--- src/rtl/gcd_seq.sv ---
`default_nettype none
// +--------------------------------------------------------------------------+
// | gcd_seq : subtractive GCD engine, ready/valid in and out, one pair in    |
// | flight. Optional iter_count output enabled by macro GCD_ITER_COUNT_EN.   |
// | Rev 1.0                                                                  |
// +--------------------------------------------------------------------------+
module gcd_seq #(
   parameter int WIDTH = 32
) (
   input  logic             clk,
   input  logic             rst_n,
   input  logic             in_valid,
   output logic             in_ready,
   input  logic [WIDTH-1:0] a,
   input  logic [WIDTH-1:0] b,
   output logic             out_valid,
   input  logic             out_ready,
   output logic [WIDTH-1:0] result
`ifdef GCD_ITER_COUNT_EN
   ,
   output logic [WIDTH-1:0] iter_count
`endif
);

   typedef enum logic [1:0] {
      IDLE = 2'd0,
      CALC = 2'd1,
      DONE = 2'd2
   } state_t;

   state_t           state_q, state_d;
   logic [WIDTH-1:0] x_q, x_d;
   logic [WIDTH-1:0] y_q, y_d;
   logic [WIDTH-1:0] result_q, result_d;
`ifdef GCD_ITER_COUNT_EN
   logic [WIDTH-1:0] count_q, count_d;
`endif

   always_ff @(posedge clk or negedge rst_n) begin
      if (!rst_n) begin
         state_q  <= IDLE;
         x_q      <= '0;
         y_q      <= '0;
         result_q <= '0;
`ifdef GCD_ITER_COUNT_EN
         count_q  <= '0;
`endif
      end else begin
         state_q  <= state_d;
         x_q      <= x_d;
         y_q      <= y_d;
         result_q <= result_d;
`ifdef GCD_ITER_COUNT_EN
         count_q  <= count_d;
`endif
      end
   end

   always_comb begin
      state_d  = state_q;
      x_d      = x_q;
      y_d      = y_q;
      result_d = result_q;
`ifdef GCD_ITER_COUNT_EN
      count_d  = count_q;
`endif
      case (state_q)
         IDLE: begin
            if (in_valid) begin
               x_d     = a;
               y_d     = b;
`ifdef GCD_ITER_COUNT_EN
               count_d = '0;
`endif
               state_d = CALC;
            end
         end
         CALC: begin
            // A zero operand or equal operands means the other (or either) is the gcd.
            if ((x_q == '0) || (y_q == '0) || (x_q == y_q)) begin
               result_d = x_q | y_q;
               state_d  = DONE;
            end else begin
               if (x_q > y_q) begin
                  x_d = x_q - y_q;
               end else begin
                  y_d = y_q - x_q;
               end
`ifdef GCD_ITER_COUNT_EN
               count_d = count_q + WIDTH'(1);
`endif
            end
         end
         DONE: begin
            if (out_ready) begin
               state_d = IDLE;
            end
         end
         default: begin
            state_d = IDLE;
         end
      endcase
   end

   assign in_ready  = (state_q == IDLE);
   assign out_valid = (state_q == DONE);
   assign result    = result_q;
`ifdef GCD_ITER_COUNT_EN
   assign iter_count = count_q;
`endif

endmodule
`default_nettype wire
--- config.mk ---
export PLATFORM = sky130hd
export DESIGN_NAME = gcd_seq
export DESIGN_NICKNAME = d
export VERILOG_FILES = /design/src/rtl/gcd_seq.sv
export SDC_FILE = /design/constraint.sdc
export NUM_CORES = 1
export LEC_CHECK = 0
export CAP_MARGIN = 10
export CORE_MARGIN = 2
export CORE_UTILIZATION = 45
export DETAILED_ROUTE_END_ITERATION = 12
export GPL_ROUTABILITY_DRIVEN = 0
export PLACE_DENSITY_LB_ADDON = 0.08
export SYNTH_ARGS = -nofsm -noshare
export SYNTH_HDL_FRONTEND = slang
export SYNTH_SLANG_ARGS = --single-unit
--- constraint.sdc ---
create_clock -name clk -period 3 [get_ports clk]
set_clock_uncertainty 0.1 [all_clocks]
set_input_delay 0.45 -clock clk [delete_from_list [all_inputs] [get_ports clk]]
set_output_delay 0.45 -clock clk [all_outputs]
set_load 0.01 [all_outputs]
==> metrics.txt <==
CP Launch Type=flip-flop; Hold Buf Count CTS=0; Post-Synthesis Cells=1033; clock slew at reported path FFs=0.08 ns; Ys Warns=0; min cycle time layout=3.17 ns; Area growth, synth to finish=54.9%; final hold vios=12; unrepaired setup endpoints after global routing=true; GRT Total Usage=0.334; violated checks=DRC, hold timing, setup timing; Initial Util=0.461; status=complete, but fails checks; Pre-antenna DRT Iters=12; Least-Margin Pin Slew=0.633 ns; Global Route met2 Usage=0.547; most frequent cells in the layout=232 x buf_4, 100 x clkdlybuf4s50_1, 98 x dfrtp_1; Die ar.=0.0196 mm^2; fmax=315 MHz; worst hold slack=-0.0237 ns; IO buf count=101; GRT Max-Usage Layer=met2; clock root cell=clkbuf_16; WP data required=3.16 ns; Worst-Skew Late Latency=0.37 ns; first-pass GRT wire length=50900 um; initial antenna violation count=0; Final ANT Viol Nets=0; met3 Usage GRT=0.0752; period utilization=1.06; CP Capture Type=flip-flop; ys async rst share=1.00; share of cells above drive strength 1=0.320; max-cap viol count=0; vias in the first global route=9241; Slew Viols, Final=0; Seq/Total Area, Yosys=0.294; Synth area leader=dfrtp_1; Max-slew headroom=0.572; WS Path Type=reg -> reg; Syn Area/Cell=8.07 um^2; met1 Usage GRT=0.434; DIE WIDTH=140 um; vias=9257; FP Rows=49; final setup margin=-0.172 ns; Worst EP arrival=3.33 ns; htree depth=3; endpoints failing setup=60; vias per cell=5.80; DP HPWL=23900 um; Hold/Removal Path Class=in -> async; Routed WL per cell=20.7 um; num ports=102; post-synth cell types=69; clock buffer depth=2; number of fill cells=1425; core area=0.0181 mm^2; drc violations=7; pin count of the biggest net entering global routing=51; EDFF count, synth=0; Chip Height=140 um; Syn Nets=1198; Critical Path Fanout Max=4; Yosys top cell area share=0.294; CTS sink cnt=98; Primary FF master, synth=dfrtp_1; ANT cells=0; final wirelength=33100 um; CTS Buf Count=9; #FFs+latches synth=98; Area contributors post-synth=dfrtp_1 29%, ha_1 14%, o21ai_0 6.4%, xnor2_1 4.9%, nand2_1 4.8%; GRT overflow=0; commonest non-fill, non-tap cell in the layout=buf_4; Initial DRC Count=960; area of the mapped netlist=0.00834 mm^2; CTS tree=done; nets=1528
==> synth_stat cells (9+ instances only) <==
library cell,number
nand2_1,107
o21ai_0,107
inv_1,101
dfrtp_1,98
ha_1,95
a21oi_1,79
nor2_1,68
xnor2_1,47
clkbuf_1,33
nor4_1,28
nor3_1,20
nand3_1,17
o211ai_1,16
o21bai_1,15
buf_2,13
o31ai_1,13
mux2i_1,12
nand4_1,12
a211oi_1,9
==> cell type report <==
type                            count  area [um^2]  area share
Tap cell                          229          287      0.0222
Sequential cell                    98         2450       0.190
Clock inverter                      5         40.0     0.00310
Inverter                          103          390      0.0302
Timing Repair Buffer              371         3420       0.265
Multi-Input combinational cell    780         6090       0.472
Clock buffer                       10          229      0.0177
==> state kept, by name, indices dropped and copies added (netlist names) <==
register,cells
result,32
x_q,32
y_q,32
state_q,2
==> metrics by stage <==
step | setup TNS (ns) | cell area, um^2 | instances | worst slack, ns | utilization
3_5_place_dp | -5.38 | 11300 | 1540 | -0.276 | 0.623
5_1_grt | -10.88 | 12900 | 1596 | -0.306 | 0.714
6_report | -6.02 | 12900 | 1596 | -0.172 | 0.714
2_1_floorplan | 0 | 8360 | 1033 | 0.00642 | -
3_3_place_gp | -3.07 | 11300 | 1540 | -0.254 | 0.623
4_1_cts | -1.87 | 12400 | 1584 | -0.123 | 0.683
==> worst max-delay path, cell delays in order (launching register included) <==
cell and delay, ns:
dfrtp_1 0.42, inv_2 0.12, buf_6 0.13, ha_2 0.19, or2_2 0.14, o221ai_4 0.14
a211o_1 0.32, or3_4 0.35, a311o_1 0.30, and3_4 0.17, or4_4 0.47, a21oi_2 0.14
o31ai_2 0.07
==> path summary, 6_finish.rpt <==
check                                start    endpoint  slack, ns  depth (start not counted)
worst min register to register  result[10]  result[10]       0.38                          2
max in group asynchronous            rst_n     x_q[20]       2.10                          2
worst max-delay path                x_q[1]     y_q[31]      -0.17                         12
worst min-delay path                 rst_n      x_q[6]      -0.02                          1
min in group clk                result[10]  result[10]       0.38                          2
worst max register to register      x_q[1]     y_q[31]      -0.17                         12
==> layer usage <==
metal  wire length, um  vias up
met5                 0        -
met4              1050        0
met3              2580       73
met2             15700      417
met1             13800     4447
li1                  -     4320
==> logic make-up (layout without fill, tap and decap cells) <==
| logic type | count (synthesis) | in the layout | synth area share |
|---|---|---|---|
| adder cells (fa/ha/maj) | 97 | 97 | 0.147 |
| buffers and inverters | 155 | 489 | 0.0723 |
| AO/OA/AOI/OAI | 320 | 320 | 0.243 |
| AND/OR/NAND/NOR | 298 | 298 | 0.171 |
| multiplexers | 18 | 18 | 0.0225 |
| XOR/XNOR | 47 | 47 | 0.0494 |
| flip-flops | 98 | 98 | 0.294 |
==> timing repair <==
action	4_1_cts	5_1_grt
setup endpoints to repair	58	64
gates cloned	8	4
buffers inserted	23	10
gates resized for setup	128	105
pin swaps	39	52
Power is left out: the tool's default activity adds up to more than one toggle a clock period on the data nets, which glitch-free logic cannot reach.
